===== src/rtl/spi_slave_pkg.sv =====
// Shared SPI definitions: FSM state encoding, default frame width and the
// clock mode constants used by both spi_slave and spi_master.
package spi_slave_pkg;

  localparam int DEFAULT_DATA_WIDTH = 8;

  // Mode 1: sclk idles low, data driven on the rising edge, sampled on falling
  localparam bit SPI_CPOL = 1'b0;
  localparam bit SPI_CPHA = 1'b1;

  typedef enum logic [1:0] {
    ST_IDLE  = 2'd0,
    ST_LOAD  = 2'd1,
    ST_SHIFT = 2'd2
  } spi_state_e;

endpackage


===== src/rtl/spi_slave_if.sv =====
// Parallel-side bus of the SPI slave: transmit handshake, received data and
// status pulses. The slave modport is the SPI block, master is its user.
interface spi_slave_if
  import spi_slave_pkg::*;
#(
  parameter int DATA_WIDTH = DEFAULT_DATA_WIDTH
);

  logic [DATA_WIDTH-1:0] tx_data;
  logic                  tx_valid;
  logic                  tx_ready;
  logic [DATA_WIDTH-1:0] rx_data;
  logic                  rx_valid;
  logic                  busy;
  logic                  tx_underrun;
  logic                  rx_abort;

  modport slave (
    input  tx_data, tx_valid,
    output tx_ready, rx_data, rx_valid, busy, tx_underrun, rx_abort
  );

  modport master (
    output tx_data, tx_valid,
    input  tx_ready, rx_data, rx_valid, busy, tx_underrun, rx_abort
  );

endinterface


===== src/rtl/spi_sync_edge.sv =====
// Multi-flop synchronizer for an asynchronous pin, plus one-clk rise/fall
// pulses derived from the synchronized level.
module spi_sync_edge
  import spi_slave_pkg::*;
#(
  parameter int STAGES     = 2,
  parameter bit IDLE_LEVEL = SPI_CPOL
) (
  input  logic clk,
  input  logic reset,
  input  logic din,
  output logic level,
  output logic rise,
  output logic fall
);

  logic [STAGES-1:0] pipe;
  logic              prev;

  // Shift the pin through the chain; prev remembers the last synchronized level
  always_ff @(posedge clk) begin
    if (!reset) begin
      pipe <= {STAGES{IDLE_LEVEL}};
      prev <= IDLE_LEVEL;
    end else begin
      pipe <= STAGES'({pipe, din});
      prev <= pipe[STAGES-1];
    end
  end

  assign level = pipe[STAGES-1];
  assign rise  = level & ~prev;
  assign fall  = ~level & prev;

endmodule


===== src/rtl/spi_slave.sv =====
// SPI slave, mode 1, MSB first. All SPI pins are oversampled in the clk
// domain; a one-entry holding buffer feeds the transmit shifter.
module spi_slave
  import spi_slave_pkg::*;
#(
  parameter int DATA_WIDTH  = DEFAULT_DATA_WIDTH,
  parameter int SYNC_STAGES = 2
) (
  input  logic clk,
  input  logic reset,
  input  logic sclk,
  input  logic cs,
  input  logic mosi,
  output logic miso,
  spi_slave_if.slave bus
);

  localparam int CNT_W = (DATA_WIDTH > 1) ? $clog2(DATA_WIDTH) : 1;
  localparam logic [CNT_W-1:0] LAST_BIT = CNT_W'(DATA_WIDTH - 1);

  logic sclk_level_unused;
  logic sclk_rise, sclk_fall;
  logic cs_level_unused;
  logic cs_rise, cs_fall;

  logic [SYNC_STAGES-1:0] mosi_pipe;
  logic                   mosi_sync;

  spi_state_e state, state_next;

  logic [DATA_WIDTH-1:0] tx_shift;
  logic [DATA_WIDTH-1:0] rx_shift;
  logic [DATA_WIDTH-1:0] rx_shift_next;
  logic [CNT_W-1:0]      bit_cnt;
  logic [DATA_WIDTH-1:0] hold_data;
  logic                  hold_full;
  logic                  tx_ready;
  logic [DATA_WIDTH-1:0] rx_data;
  logic                  rx_valid;
  logic                  tx_underrun;
  logic                  rx_abort;

  logic do_load, do_drive, do_sample, do_complete, do_cancel, leaving;

  spi_sync_edge #(.STAGES(SYNC_STAGES), .IDLE_LEVEL(SPI_CPOL)) u_sclk_sync (
    .clk   (clk),
    .reset (reset),
    .din   (sclk),
    .level (sclk_level_unused),
    .rise  (sclk_rise),
    .fall  (sclk_fall)
  );

  spi_sync_edge #(.STAGES(SYNC_STAGES), .IDLE_LEVEL(1'b1)) u_cs_sync (
    .clk   (clk),
    .reset (reset),
    .din   (cs),
    .level (cs_level_unused),
    .rise  (cs_rise),
    .fall  (cs_fall)
  );

  // mosi only needs the same delay as sclk so data lines up with its edge
  always_ff @(posedge clk) begin
    if (!reset) mosi_pipe <= '0;
    else        mosi_pipe <= SYNC_STAGES'({mosi_pipe, mosi});
  end

  assign mosi_sync     = mosi_pipe[SYNC_STAGES-1];
  assign rx_shift_next = DATA_WIDTH'({rx_shift, mosi_sync});
  assign tx_ready      = ~hold_full;

  // FSM state register
  always_ff @(posedge clk) begin
    if (!reset) state <= ST_IDLE;
    else        state <= state_next;
  end

  // Next state and datapath strobes; a completing frame wins over a cs release
  always_comb begin
    state_next  = state;
    do_load     = 1'b0;
    do_drive    = 1'b0;
    do_sample   = 1'b0;
    do_complete = 1'b0;
    do_cancel   = 1'b0;
    case (state)
      ST_IDLE: begin
        if (cs_fall) state_next = ST_LOAD;
      end
      ST_LOAD: begin
        if (cs_rise) begin
          do_cancel  = 1'b1;
          state_next = ST_IDLE;
        end else begin
          do_load    = 1'b1;
          state_next = ST_SHIFT;
        end
      end
      ST_SHIFT: begin
        if (sclk_fall && (bit_cnt == LAST_BIT)) begin
          do_sample   = 1'b1;
          do_complete = 1'b1;
          state_next  = cs_rise ? ST_IDLE : ST_LOAD;
        end else if (cs_rise) begin
          do_cancel  = 1'b1;
          state_next = ST_IDLE;
        end else begin
          do_drive  = sclk_rise;
          do_sample = sclk_fall;
        end
      end
      default: state_next = ST_IDLE;
    endcase
  end

  assign leaving = (state != ST_IDLE) && (state_next == ST_IDLE);

  // Datapath: holding buffer, shifters, bit counter and one-clk status pulses
  always_ff @(posedge clk) begin
    if (!reset) begin
      hold_data   <= '0;
      hold_full   <= 1'b0;
      tx_shift    <= '0;
      rx_shift    <= '0;
      bit_cnt     <= '0;
      miso        <= 1'b0;
      rx_data     <= '0;
      rx_valid    <= 1'b0;
      tx_underrun <= 1'b0;
      rx_abort    <= 1'b0;
    end else begin
      rx_valid    <= 1'b0;
      tx_underrun <= 1'b0;
      rx_abort    <= 1'b0;

      if (do_load) begin
        tx_shift    <= hold_full ? hold_data : '0;
        tx_underrun <= ~hold_full;
        hold_full   <= 1'b0;
        bit_cnt     <= '0;
      end

      if (bus.tx_valid && tx_ready) begin
        hold_data <= bus.tx_data;
        hold_full <= 1'b1;
      end

      if (do_drive) begin
        miso     <= tx_shift[DATA_WIDTH-1];
        tx_shift <= tx_shift << 1;
      end

      if (do_sample) begin
        rx_shift <= rx_shift_next;
        bit_cnt  <= bit_cnt + CNT_W'(1);
      end

      if (do_complete) begin
        rx_data  <= rx_shift_next;
        rx_valid <= 1'b1;
        bit_cnt  <= '0;
      end

      if (do_cancel) begin
        rx_abort <= (bit_cnt != '0);
        bit_cnt  <= '0;
      end

      if (leaving) miso <= 1'b0;
    end
  end

  assign bus.tx_ready    = tx_ready;
  assign bus.rx_data     = rx_data;
  assign bus.rx_valid    = rx_valid;
  assign bus.busy        = (state != ST_IDLE);
  assign bus.tx_underrun = tx_underrun;
  assign bus.rx_abort    = rx_abort;

endmodule


===== src/flat_wrapper.sv =====
// flat-port wrapper written by rule: the top's interface ports become plain ports
module spi_slave_flat import spi_slave_pkg::*;
#(
  parameter int DATA_WIDTH  = DEFAULT_DATA_WIDTH,
  parameter int SYNC_STAGES = 2
)
  (clk, reset, sclk, cs, mosi, miso, bus_tx_data, bus_tx_valid, bus_tx_ready, bus_rx_data, bus_rx_valid, bus_busy, bus_tx_underrun, bus_rx_abort);
  spi_slave_if #(.DATA_WIDTH(DATA_WIDTH)) bus_i ();
  input  logic clk;
  input  logic reset;
  input  logic sclk;
  input  logic cs;
  input  logic mosi;
  output logic miso;
  input wire logic [$bits(bus_i.tx_data)-1:0] bus_tx_data;
  input wire logic [$bits(bus_i.tx_valid)-1:0] bus_tx_valid;
  output wire logic [$bits(bus_i.tx_ready)-1:0] bus_tx_ready;
  output wire logic [$bits(bus_i.rx_data)-1:0] bus_rx_data;
  output wire logic [$bits(bus_i.rx_valid)-1:0] bus_rx_valid;
  output wire logic [$bits(bus_i.busy)-1:0] bus_busy;
  output wire logic [$bits(bus_i.tx_underrun)-1:0] bus_tx_underrun;
  output wire logic [$bits(bus_i.rx_abort)-1:0] bus_rx_abort;
  assign bus_i.tx_data = bus_tx_data;
  assign bus_i.tx_valid = bus_tx_valid;
  assign bus_tx_ready = bus_i.tx_ready;
  assign bus_rx_data = bus_i.rx_data;
  assign bus_rx_valid = bus_i.rx_valid;
  assign bus_busy = bus_i.busy;
  assign bus_tx_underrun = bus_i.tx_underrun;
  assign bus_rx_abort = bus_i.rx_abort;
  spi_slave #(.DATA_WIDTH(DATA_WIDTH), .SYNC_STAGES(SYNC_STAGES)) u_core (.clk(clk), .reset(reset), .sclk(sclk), .cs(cs), .mosi(mosi), .miso(miso), .bus(bus_i));
endmodule

===== config.mk =====
export PLATFORM = sky130hd
export DESIGN_NAME = spi_slave_flat
export DESIGN_NICKNAME = d
export VERILOG_FILES = /design/src/rtl/spi_slave_pkg.sv /design/src/rtl/spi_slave_if.sv /design/src/rtl/spi_sync_edge.sv /design/src/rtl/spi_slave.sv /design/src/flat_wrapper.sv
export SDC_FILE = /design/constraint.sdc
export NUM_CORES = 1
export LEC_CHECK = 0
export CAP_MARGIN = 5
export CORE_AREA = 2 2 82 53
export DETAILED_ROUTE_END_ITERATION = 6
export DIE_AREA = 0 0 84 55
export MAX_ROUTING_LAYER = met4
export PLACE_DENSITY = 0.76
export SLEW_MARGIN = 0
export SYNTH_ARGS = -nofsm -noshare
export SYNTH_HDL_FRONTEND = slang
export SYNTH_HIERARCHICAL = 1
export SYNTH_SLANG_ARGS = --single-unit

===== constraint.sdc =====
create_clock -name clk -period 5.16 [get_ports clk]
set_clock_uncertainty 0.2 [all_clocks]
set_input_delay 1.032 -clock clk [delete_from_list [all_inputs] [get_ports clk]]
set_output_delay 1.032 -clock clk [all_outputs]
set_load 0.05 [all_outputs]

==> summary.txt, run 1 <==
Setup TNS: 0 ps
PortBufs: 27
Register bit total from synthesis: 49
Xor-xnor portion of the synthesized cell area: 0%
Yosys Warn Count: 6
Synth Flop Type: dfxtp_1
Clock Path Buffers: 2
Endpoints failing setup: 0
Most frequent CP cell: inv_1
Status: completed
Hold Crit Endpoint: u_core/u_cs_sync/pipe[1]$_SDFF_PN1_
Min-delay src: u_core/u_cs_sync/pipe[0]$_SDFF_PN1_
Pre-antenna DRT Iters: 4
Root Buffer: clkbuf_8
Total power: 0.727 mW
Slew of the pin with the lowest slew margin: 806 ps
Setup WS pre-CTS: 2400 ps
Post-synthesis simple-gate area fraction: 22.7%
PwrDens: 297 mW/mm2
Static leakage: 0.934 nW
Total global-route track usage: 16.7%
Final wirelength: 3.54 mm
Layout cells sized above 1: 5.67%
Top delay family on crit path: buffers and inverters
Final worst path period need: 3100 ps
CP Data Required Time: 3930 ps
Largest net degree at the start of global routing: 48
Chip Width: 84 um
Worst Setup End Kind: primary output
Most common cell after layout, fill and taps aside: nand2_1
Worst setup SP type: register
Worst flop-to-flop path endpoint: u_core/miso$_SDFFE_PP0P_
Total vias in the final route: 1,504
Synthesized area per cell: 9.20 um2
Site row count: 18
Final hold vios: 0
Antenna violations before repair: 0
Vias per inst: 5.06
Cell chain of the critical path: inv_1 > ha_1 > inv_1 > clkdlybuf4s50_1
Adder-cell share of the synthesized area: 4.29%
Maximum fanout along the worst path: 4
TritonCTS Buffers: 5
Core area: 0.00390 mm2
Residual DRC: 0
Hold_buf cts: 0
Half-perimeter wire length after placement: 2.37 mm
Ports: 28
Post-synthesis instance area: 0.00204 mm2
Worst Setup Path Type: reg -> out
Worst path slowest cell: clkdlybuf4s50_1
Initial detailed-routing violation count: 58
R2R cell count: 4
Post-route setup slack: 2060 ps
HP Class: reg -> reg
Reg2reg start: u_core/u_cs_sync/pipe[1]$_SDFF_PN1_
Clock latency on the worst-skew pair: 290 ps
Setup repair after global routing missed its margin: false
Most frequent cells in the layout: nand2_1, dfxtp_1, clkdlybuf4s50_1
R2R setup slack: 2900 ps
Die Height: 55 um
CP peak stage delay: 800 ps
Period utilisation layout: 60.1%
P&R area growth vs syn: 19.7%
Multiplexer share of the synthesized area: 5.70%
TritonCTS clock tree: built
Routed wire per std cell: 11.9 um
First-pass GRT wire length: 5.75 mm
Cell count of the worst hold path: 1
Max-slew headroom: 46.2%
Post-synth cell types: 33
Max-slew violations: 0
Die ar.: 0.00462 mm2
FFs w/ async S/R, synth: 0%
Sink Count: 49
Post-synth EDFFs: 0
Hold slack: 217 ps
Number of global-route vias before repair: 1,247
Fin nets: 267
Clk pin slew, worst setup/hold paths: 80 ps
Post-synthesis compound-gate area fraction: 14.9%
Congestion Overflow GR: 0
H-Tree Depth: 2
Post-synthesis cell count: 222
Max Fclk: 323 MHz
CTS resizes: 0
Syn nets: 243
Maximum vdd ir drop: 0.195 mV
Worst EP arrival: 1870 ps
Main combinational cell family by area after synthesis: simple AND/OR/NAND/NOR gates
Sequential area share after synthesis: 48.0%
Routability cong.: 0.824
Total setup buffers inserted after CTS: 0
Final ANT Viol Nets: 0
Initial Util: 52.4%
Antenna cells: 0
CP Buf/Inv Count: 3
Max-cap violations: 0
[Yosys cell counts, drive strengths merged, types with 2 or more instances]
cell type	n	area, um2
nand2	54	205
dfxtp	49	981
a21boi	16	120
nor2b	14	87.6
and2	10	63.8
mux2i	9	90.1
inv	8	30.0
ha	7	87.6
o211a	7	70.1
o211ai	7	52.6
buf	6	38.8
clkbuf	6	22.5
nand2b	5	31.3
a21oi	4	20.0
nor2	4	15.0
and3	2	12.5
mux2	2	26.3
nand4b	2	23.8
o21ai	2	10.0
[sequential cells by signal, summed over array words and instances, names as in the netlist]
signal and flops:
u_core/bit_cnt 3, u_core/bus.rx_abort 1, u_core/bus.rx_data 8, u_core/bus.rx_valid 1, u_core/bus.tx_underrun 1, u_core/hold_data 8, u_core/hold_full 1, u_core/miso 1
u_core/mosi_pipe 2, u_core/rx_shift 7, u_core/state 2, u_core/tx_shift 8, u_core/u_cs_sync/pipe 2, u_core/u_cs_sync/prev 1, u_core/u_sclk_sync/pipe 2, u_core/u_sclk_sync/prev 1
[layer usage]
layer / GRT usage, % / up-vias / part of all wire [%]
li1: - / 785 / -
met4: 6.45 / 0 / 0.68
met1: 22.6 / 693 / 54
met5: - / - / 0
met2: 23.6 / 24 / 42
met3: 5.04 / 2 / 3.5
[through the flow]
step | utilization (%) | instances | area [um2]
final | 62.8 | 297 | 2450
after global routing | 62.8 | 297 | 2450
after CTS | 62.8 | 297 | 2450
after detailed placement | 59.8 | 289 | 2330
after global placement | 59.8 | 289 | 2330
after floorplan | - | 222 | 2040
[worst reg2reg max path, stage by stage (launching register included)]
cell	delay (ps)
dfxtp_1	350
nor2b_1	330
nand2b_1	690
a31oi_1	210
o311a_1	370
[final cells by class]
type	count	area (um2)
Timing Repair Buffer	29	285
Multi-Input combinational cell	153	971
Inverter	8	30.0
Clock inverter	1	30.0
Sequential cell	49	981
Tap cell	50	62.6
Clock buffer	7	86.3
Fill cell	345	1450
[how the worst max path moves through the flow]
stage | from | endpoint | slack [ps] | cells past startpoint
finish | u_core/state[1]$_SDFF_PN0_ | bus_busy | 2060 | 4
global route | u_core/state[0]$_SDFF_PN0_ | bus_busy | 1950 | 4
CTS | u_core/state[1]$_SDFF_PN0_ | bus_busy | 2050 | 4
detailed placement | u_core/state[1]$_SDFF_PN0_ | bus_busy | 2400 | 4
global placement | u_core/state[0]$_SDFF_PN0_ | bus_busy | 2410 | 4
floorplan | u_core/state[0]$_SDFF_PN0_ | bus_busy | 2980 | 3
[power by group]
part	switching, mW	leakage [nW]	internal [mW]	total [mW]
sequential	0.00669	0.398	0.387	0.394
combinational	0.0308	0.477	0.0254	0.0562
clock	0.119	0.0585	0.158	0.277
[cell families after synthesis]
logic type,count (synthesis)
AND/OR/NAND/NOR,95
adder cells (fa/ha/maj),7
AO/OA/AOI/OAI,40
flip-flops,49
multiplexers,11
buffers and inverters,20
Note: power is estimated with default switching activity, not from simulation.
==> run 2: changes to the inputs <==
CORE_AREA = 2 2 84 54   (was 2 2 82 53)
DIE_AREA = 0 0 86 56   (was 0 0 84 55)
PLACE_DENSITY = 0.73   (was 0.76)
clock period = 2.99 ns   (was 5.16 ns; I/O delays follow)
==> summary.txt, run 2 (same netlist as run 1, synthesis figures left out) <==
First-pass GRT wire length: 6.23 mm (was 5.75 mm)
Max-slew violations: 0 (unchanged)
P&R area growth vs syn: 18.9% (was 19.7%)
CP Data Required Time: 2190 ps (was 3930 ps)
Worst Setup End Kind: primary output (unchanged)
HP Class: reg -> reg (unchanged)
R2R cell count: 6 (was 4)
Setup repair after global routing missed its margin: false (unchanged)
R2R setup slack: 850 ps (was 2900 ps)
Root Buffer: clkbuf_8 (unchanged)
Hold slack: 211 ps (was 217 ps)
Worst setup SP type: register (unchanged)
Final wirelength: 3.51 mm (was 3.54 mm)
Vias per inst: 4.99 (was 5.06)
PortBufs: 27 (unchanged)
Fin nets: 268 (was 267)
Final Cell Area: 0.00243 mm2 (was 0.00245 mm2)
Worst EP arrival: 1900 ps (was 1870 ps)
Max Fclk: 370 MHz
Total setup buffers inserted after CTS: 0 (unchanged)
Static leakage: 0.927 nW (was 0.934 nW)
Ports: 28 (unchanged)
Min-delay src: u_core/u_cs_sync/pipe[0]$_SDFF_PN1_ (unchanged)
H-Tree Depth: 2 (unchanged)
Largest net degree at the start of global routing: 48 (unchanged)
Top flop regs: u_core/bus.rx_data x8, u_core/hold_data x8, u_core/tx_shift x8 (unchanged)
Cell count of the worst hold path: 1 (unchanged)
Residual DRC: 0 (unchanged)
TritonCTS clock tree: built (unchanged)
Routability cong.: 0.777 (was 0.824)
Status: completed (unchanged)
Post-route setup slack: 290 ps (was 2060 ps)
Setup TNS: 0 ps (unchanged)
Antenna cells: 0 (unchanged)
Clock latency on the worst-skew pair: 310 ps (was 290 ps)
Non-filler cells, final: 298 (was 297)
Die Height: 56 um (was 55 um)
Die ar.: 0.00482 mm2 (was 0.00462 mm2)
Max-cap violations: 0 (unchanged)
Period utilisation layout: 90.3%
Clock Path Buffers: 2 (unchanged)
Congestion Overflow GR: 0 (unchanged)
Sink Count: 49 (unchanged)
Maximum vdd ir drop: 0.240 mV (was 0.195 mV)
Initial Util: 51.3% (was 52.4%)
TritonCTS Buffers: 5 (unchanged)
Clk pin slew, worst setup/hold paths: 80 ps (about the same)
Slew of the pin with the lowest slew margin: 698 ps (was 806 ps)
Total vias in the final route: 1,488 (was 1,504)
Total global-route track usage: 17.2% (was 16.7%)
Maximum fanout along the worst path: 4 (unchanged)
Initial detailed-routing violation count: 62 (was 58)
Final hold vios: 0 (unchanged)
CTS resizes: 0 (unchanged)
Placed cells: 290 (was 289)
Half-perimeter wire length after placement: 2.33 mm (was 2.37 mm)
Layout cells sized above 1: 6.45% (was 5.67%)
Endpoints failing setup: 0 (unchanged)
Pre-antenna DRT Iters: 4 (unchanged)
Worst Setup Path Type: reg -> out (unchanged)
Worst flop-to-flop path endpoint: u_core/miso$_SDFFE_PP0P_ (unchanged)
Reg2reg start: u_core/bit_cnt[0]$_SDFFE_PP0P_ (was u_core/u_cs_sync/pipe[1]$_SDFF_PN1_)
Hold_buf cts: 0 (unchanged)
Most frequent cells in the layout: nand2_1, dfxtp_1, clkdlybuf4s50_1 (unchanged)
Site row count: 18 (unchanged)
Core area: 0.00399 mm2 (was 0.00390 mm2)
Number of global-route vias before repair: 1,356 (was 1,247)
Max-slew headroom: 53.4% (was 46.2%)
Most common cell after layout, fill and taps aside: nand2_1 (unchanged)
Hold Crit Endpoint: u_core/u_cs_sync/pipe[1]$_SDFF_PN1_ (unchanged)
Cell area after placement: 0.00234 mm2 (was 0.00233 mm2)
PwrDens: 480 mW/mm2 (was 297 mW/mm2)
Chip Width: 86 um (was 84 um)
Final ANT Viol Nets: 0 (unchanged)
Final worst path period need: 2700 ps
Setup WS pre-CTS: 622 ps (was 2400 ps)
Routed wire per std cell: 11.8 um (was 11.9 um)
Antenna violations before repair: 0 (unchanged)
run 2: cell types whose count changed in the layout (fill, tap and decap cells not counted), sizes merged:
cell	change
clkinv	+3
clkbuf	-2
buf	+1
bufinv	-1
run 2: routing by layer:
layer | vias to the layer above | routed length [um] | share of wire [%] | track usage (%)
met1 | 672 | 1980 | 57 | 24.1
met2 | 27 | 1290 | 37 | 21.6
met4 | 0 | 69 | 2.0 | 8.84
li1 | 784 | - | - | -
met3 | 5 | 170 | 4.8 | 5.34
met5 | - | 0 | 0 | -
run 2: critical path, cell delays in order, from the launching register on:
cell	delay (ps)
dfxtp_1	390
inv_1	100
ha_1	240
inv_1	80
clkdlybuf4s50_1	800
run 2: power breakdown:
part           internal [mW]  switching (mW)
Clock                  0.166           0.221
Combinational         0.0450          0.0534
Sequential             0.668          0.0116
run 2: worst max path at each step:
stage	startpoint	end	depth (start not counted)
floorplan	u_core/state[0]$_SDFF_PN0_	u_core/miso$_SDFFE_PP0P_	6
global placement	u_core/state[0]$_SDFF_PN0_	bus_busy	4
detailed placement	u_core/state[0]$_SDFF_PN0_	bus_busy	4
CTS	u_core/state[0]$_SDFF_PN0_	bus_busy	4
global route	u_core/state[0]$_SDFF_PN0_	bus_busy	4
finish	u_core/state[0]$_SDFF_PN0_	bus_busy	4
run 2: cell type report:
type	count	area (um2)
fillers	340	1560
flip-flops and latches	49	981
multi-input cells	153	971
repair buffers	30	293
clock buffers	5	68.8
well taps	50	62.6
inverters	8	30.0
clock inverters	3	22.5
run 2: stage by stage:
stage / util [%] / power [mW]
2_1_floorplan: - / 0.756
3_3_place_gp: 58.6 / 0.792
3_5_place_dp: 58.6 / 0.793
4_1_cts: 60.9 / 1.18
5_1_grt: 60.9 / 1.23
6_report: 60.9 / 1.17
